[src/rtl/uart_cmd_pkg.sv]
// Shared definitions for the UART command sequencer.
// Covers the FSM encoding, protocol byte defaults and frame geometry.
package uart_cmd_pkg;

    // Frame states are numbered in byte order, so the checksum state equals FRAME_LEN-1.
    typedef enum logic [2:0] {
        ST_IDLE  = 3'd0,
        ST_ADDR  = 3'd1,
        ST_DHI   = 3'd2,
        ST_DLO   = 3'd3,
        ST_CSUM  = 3'd4,
        ST_WRITE = 3'd5,
        ST_RESP  = 3'd6
    } state_t;

    localparam logic [7:0]  SYNC_BYTE_DEFAULT      = 8'hA5;
    localparam logic [7:0]  ACK_BYTE_DEFAULT       = 8'h06;
    localparam logic [7:0]  NAK_BYTE_DEFAULT       = 8'h15;
    localparam int unsigned TIMEOUT_CYCLES_DEFAULT = 250000;
    localparam int          FRAME_LEN              = 5;
    localparam state_t      LAST_FRAME_STATE       = state_t'(FRAME_LEN - 1);

    function automatic logic [7:0] sat_inc(input logic [7:0] value);
        return (value == 8'hFF) ? value : value + 8'd1;
    endfunction

endpackage

[src/rtl/uart_byte_strobe.sv]
// Turns the receiver's per-byte toggle into a one-cycle strobe.
// The first clock after reset only arms the detector, so a toggle left high never fires.
module uart_byte_strobe (
    input  logic clk,
    input  logic rst,
    input  logic rx_toggle,
    output logic byte_stb
);

    logic toggle_q;
    logic armed;

    // NOTE: non-blocking assignments so both registers sample pre-edge values.
    always_ff @(posedge clk or posedge rst) begin
        if (rst) begin
            toggle_q <= 1'b0;
            armed    <= 1'b0;
        end else begin
            toggle_q <= rx_toggle;
            armed    <= 1'b1;
        end
    end

    assign byte_stb = armed & (rx_toggle ^ toggle_q);

endmodule

[src/rtl/uart_cmd_sequencer.sv]
// Parses SYNC/ADDR/DHI/DLO/CSUM frames from the UART into register writes,
// answers each checked frame with ACK or NAK and aborts stalled frames.
module uart_cmd_sequencer
    import uart_cmd_pkg::*;
#(
    parameter logic [7:0]  SYNC_BYTE      = SYNC_BYTE_DEFAULT,
    parameter logic [7:0]  ACK_BYTE       = ACK_BYTE_DEFAULT,
    parameter logic [7:0]  NAK_BYTE       = NAK_BYTE_DEFAULT,
    parameter int unsigned TIMEOUT_CYCLES = TIMEOUT_CYCLES_DEFAULT
) (
    input  logic        CLOCK,
    input  logic        reset,
    input  logic [7:0]  rx_data,
    input  logic        rx_toggle,
    output logic [7:0]  wr_addr,
    output logic [15:0] wr_data,
    output logic        wr_valid,
    input  logic        wr_ready,
    output logic [7:0]  tx_data,
    output logic        tx_send,
    input  logic        tx_busy,
    output logic [7:0]  err_count
);

    localparam int WD_W = (TIMEOUT_CYCLES > 2) ? $clog2(TIMEOUT_CYCLES) : 1;
    localparam logic [WD_W-1:0] WD_LAST = WD_W'(TIMEOUT_CYCLES - 1);

    logic byte_stb;

    uart_byte_strobe u_byte_strobe (
        .clk       (CLOCK),
        .rst       (reset),
        .rx_toggle (rx_toggle),
        .byte_stb  (byte_stb)
    );

    state_t          state, state_next;
    logic [7:0]      sum, sum_next;
    logic [WD_W-1:0] wd_count, wd_next;
    logic [7:0]      addr_next;
    logic [15:0]     data_next;
    logic            valid_next;
    logic [7:0]      tx_data_next;
    logic            send_next;
    logic [7:0]      err_next;
    logic            wd_active;

    always_ff @(posedge CLOCK or posedge reset) begin
        if (reset) begin
            state     <= ST_IDLE;
            sum       <= '0;
            wd_count  <= '0;
            wr_addr   <= '0;
            wr_data   <= '0;
            wr_valid  <= 1'b0;
            tx_data   <= '0;
            tx_send   <= 1'b0;
            err_count <= '0;
        end else begin
            state     <= state_next;
            sum       <= sum_next;
            wd_count  <= wd_next;
            wr_addr   <= addr_next;
            wr_data   <= data_next;
            wr_valid  <= valid_next;
            tx_data   <= tx_data_next;
            tx_send   <= send_next;
            err_count <= err_next;
        end
    end

    always_comb begin
        // NOTE: every target gets a default first so no latch is inferred.
        state_next   = state;
        sum_next     = sum;
        wd_next      = wd_count;
        addr_next    = wr_addr;
        data_next    = wr_data;
        valid_next   = wr_valid;
        tx_data_next = tx_data;
        send_next    = 1'b0;
        err_next     = err_count;

        wd_active = (state >= ST_ADDR) && (state <= LAST_FRAME_STATE);
        if (wd_active) begin
            wd_next = byte_stb ? '0 : wd_count + WD_W'(1);
        end

        case (state)
            ST_IDLE: begin
                if (byte_stb && rx_data == SYNC_BYTE) begin
                    state_next = ST_ADDR;
                    wd_next    = '0;
                end
            end
            ST_ADDR: begin
                if (byte_stb) begin
                    addr_next  = rx_data;
                    sum_next   = rx_data;
                    state_next = ST_DHI;
                end
            end
            ST_DHI: begin
                if (byte_stb) begin
                    data_next  = {rx_data, wr_data[7:0]};
                    sum_next   = sum + rx_data;
                    state_next = ST_DLO;
                end
            end
            ST_DLO: begin
                if (byte_stb) begin
                    data_next  = {wr_data[15:8], rx_data};
                    sum_next   = sum + rx_data;
                    state_next = ST_CSUM;
                end
            end
            ST_CSUM: begin
                if (byte_stb) begin
                    if (rx_data == sum) begin
                        valid_next = 1'b1;
                        state_next = ST_WRITE;
                    end else begin
                        tx_data_next = NAK_BYTE;
                        err_next     = sat_inc(err_count);
                        state_next   = ST_RESP;
                    end
                end
            end
            ST_WRITE: begin
                // Bytes arriving while a command is still in flight are dropped.
                if (byte_stb) begin
                    err_next = sat_inc(err_count);
                end
                if (wr_ready) begin
                    valid_next   = 1'b0;
                    tx_data_next = ACK_BYTE;
                    state_next   = ST_RESP;
                end
            end
            ST_RESP: begin
                if (byte_stb) begin
                    err_next = sat_inc(err_count);
                end
                if (!tx_busy) begin
                    send_next  = 1'b1;
                    state_next = ST_IDLE;
                end
            end
            default: begin
                state_next = ST_IDLE;
            end
        endcase

        // A byte on the final watchdog cycle still counts, so only a silent cycle aborts.
        if (wd_active && !byte_stb && wd_count == WD_LAST) begin
            state_next = ST_IDLE;
            err_next   = sat_inc(err_count);
            wd_next    = '0;
        end
    end

endmodule

[config.mk]
export PLATFORM = sky130hd
export DESIGN_NAME = uart_cmd_sequencer
export DESIGN_NICKNAME = d
export VERILOG_FILES = /design/src/rtl/uart_cmd_pkg.sv /design/src/rtl/uart_byte_strobe.sv /design/src/rtl/uart_cmd_sequencer.sv
export SDC_FILE = /design/constraint.sdc
export NUM_CORES = 1
export LEC_CHECK = 0
export ABC_CLOCK_PERIOD_IN_PS = 2500
export BUFFER_PORTS_ARGS = -buffer_cell sky130_fd_sc_hd__buf_2
export CORE_MARGIN = 2
export CORE_UTILIZATION = 59
export CTS_BUF_LIST = sky130_fd_sc_hd__clkbuf_8
export DETAILED_ROUTE_END_ITERATION = 10
export PLACE_DENSITY = 0.82
export SLEW_MARGIN = 40
export SYNTH_ARGS = -nofsm -noshare
export SYNTH_HDL_FRONTEND = slang
export SYNTH_SLANG_ARGS = --single-unit
[constraint.sdc]
create_clock -name CLOCK -period 2.5 [get_ports CLOCK]
set_input_delay 0.125 -clock CLOCK [delete_from_list [all_inputs] [get_ports CLOCK]]
set_output_delay 0.125 -clock CLOCK [all_outputs]
set_load 0.01 [all_outputs]
==> impl_results.md <==
- Clk slew on worst S/H paths: 0.07 ns
- Largest net degree at the start of global routing: 69
- Share of layout cells above drive strength 1: between 20% and 30%
- Setup Skew: around 0.0095 ns
- Via density: 5.61
- Final hold violations: 0
- Routability cong.: 0.865
- Number of antenna diodes: 0
- Final Critical Period: roughly 2.3 ns
- Most frequent cell after synthesis: dfrtp_1
- Pwr/cell area: 882 mW/mm^2
- CP startpoint kind: flop
- Setup bufs post-CTS: 0
- Post-DR wirelength/cell: around 15 um
- Ys async rst share: 100%
- Distinct cell type count after synthesis: 47
- Crit path buf inv count: 1
- Crit Path Class: reg -> reg
- Synth area leader: dfrtp_1
- Final WS setup: 0.195 ns
- Synth warnings: 0
- Dpl cell area: 0.00390 mm^2
- GRT overflow: 0
- Initial antenna violation count: 0
- CP top delay family: simple AND/OR/NAND/NOR gates
- Total Wirelength: 7.71 mm
- GRT Overall Usage: between 20% and 30%
- Layout Cell Area excl Fill: ~0.0041 mm^2
- Layout Utilization: a little over two thirds
- Top_reg_cell synth: dfrtp_1
- Vias in the first global route: 2770
- Port bufs: 50
- Nets: approximately 450
- Die footprint: 0.00666 mm^2
- Post-CTS Hold Fix Bufs: 3
- Top cells by area, synth: dfrtp_1 (48%), mux2_2 (5.1%), nand2_1 (4.9%)
- DRC violations left: 0
- Area Overhead vs Synth: 16.8%
- # setup viols final: 0
- Filler instances: 471
- # rows: 28
- Pwr Total: 3.66 mW
- First drt pass iteration count: 4
- Worst endpoint data arrival time: 2.53 ns
- CP required: 2.73 ns
- Seq cells post-synth: 68
- Max Cap Violations: 0
- Worst skew pair latency: 0.35 ns
- Syn avg cell area: 9.70 um^2
- Initial Util: around three fifths
- Register area share after synthesis: 47.9%
- Via count: ~2800
- LEAKAGE: 2.08 nW
- Die Span X: 81.6 um
- Placed cells: 487
- Post-synth EDFFs: 0
- Die Span Y: just over 80 um
- CTS tree: yes
- Fmax: 434 MHz
- Worst hold path class: in -> reg
- Final setup TNS: 0 ns
- Delay of the slowest critical-path stage: 0.41 ns
- Pre-CTS setup slack: 0.239 ns
- Final hold slack: 0.0489 ns
- First-pass GRT wire length: 12.8 mm
- DP Wirelength: 5.35 mm
- Starting DRC count in detailed routing: 134
- Pins Over Slew Limit: 0
- Antenna viol nets, final: 0
- Worst vdd rail ir drop: 0.654 mV
- Top-area cell type share of the netlist area: 47.9%
- Final Non-Filler Cells: around 510
- Bufs on Longest Clock Path: 2
- RSZ-0062 raised after global routing: false
- CP max FO: 5
- I/O pin total: 55
- Post-synth top cells: dfrtp_1 (68), nand2_1 (46), nor2_1 (38), o21ai_0 (22), xor2_1 (19)
- Clock Sinks: 68
- Clock root buffer: clkbuf_8
- Mapped cell area: approximately 0.0036 mm^2
- Inserted Clock Buffers: 9
- Crit end category: flop
- CP max stage cell: nor4_1
- Cells after Synth: 366
- # H-tree levels: 3
- Core Box Area: 0.00589 mm^2
- Status: completed
- Final Cycle Share: 92.2%
- Post-CTS Resized: 0
- Cell chain of the critical path: ha_1 -> nor4_1 -> nand4_1 -> and4_1 -> o22ai_2 -> buf_4 -> nor3_1 -> xor2_1
[layout by cell type (no fill, tap or decap), types with 4 or more instances in the layout]
master	Yosys	routed
a31oi_1	4	4
o21ai_0	22	22
nor2_1	38	38
nand2_1	46	46
mux2_2	16	16
ha_1	9	9
nand4_1	7	7
buf_2	3	50
clkbuf_8	0	9
xnor2_1	8	8
dfrtp_1	68	68
a21oi_1	12	12
buf_4	7	10
or3_1	6	6
inv_1	12	11
nor3_1	11	11
conb_1	2	5
nand3_1	17	17
nor2b_1	6	6
xor2_1	19	19
[registers in the layout, summed over array words and instances, names as in the netlist]
register / count
err_count: 8
state: 3
sum: 8
tx_data: 3
tx_send: 1
u_byte_strobe.armed: 1
u_byte_strobe.toggle_q: 1
wd_count: 18
wr_addr: 8
wr_data: 16
wr_valid: 1
[per-layer routing]
layer,wire length [um],GRT usage [%]
met5,0,0
met4,131,9.17
met3,343,7.69
met2,3990,44.7
met1,3240,29.9
[final timing paths]
kind,start,to,slack (ns),cells past startpoint
worst max-delay path,sum[5],err_count[5],0.20,8
worst min-delay path,rx_data[2],wr_addr[2],0.05,3
worst max register to register,sum[5],err_count[5],0.20,8
worst min register to register,tx_data[2],tx_data[2],0.45,1
max in group asynchronous,reset,tx_send,1.79,4
min in group asynchronous,reset,u_byte_strobe.toggle_q,0.39,4
[kinds of logic (layout without fill, tap and decap cells)]
kind of cell | Yosys count | count (layout) | synth area share, %
mux | 19 | 19 | 5.92
compound gates | 57 | 57 | 10.1
simple gates | 153 | 153 | 21.4
fa+ha+maj | 10 | 10 | 3.74
flops | 68 | 68 | 47.9
other cells | 2 | 5 | 0.211
buf+inv | 30 | 92 | 4.02
xor+xnor | 27 | 27 | 6.66
[area by class of cell]
type	instances	area [um^2]	area share [%]
multi-input combinational	271	1720	41.4
sequential	68	1700	41.0
timing repair buffer	64	375	9.05
clock buffer	9	124	2.99
tap	75	93.8	2.26
clock inverter	7	91.3	2.20
inverter	12	45.0	1.09
[where the power goes]
part | switching (mW) | internal [mW]
combinational | 0.701 | 0.515
sequential | 0.153 | 1.31
clock | 0.429 | 0.557
[tightest hold or removal path, stage by stage]
cell and delay [ns]:
buf_2 0.14, nand2_1 0.06, nand2_1 0.04
Note: power is estimated with default switching activity, not from simulation.
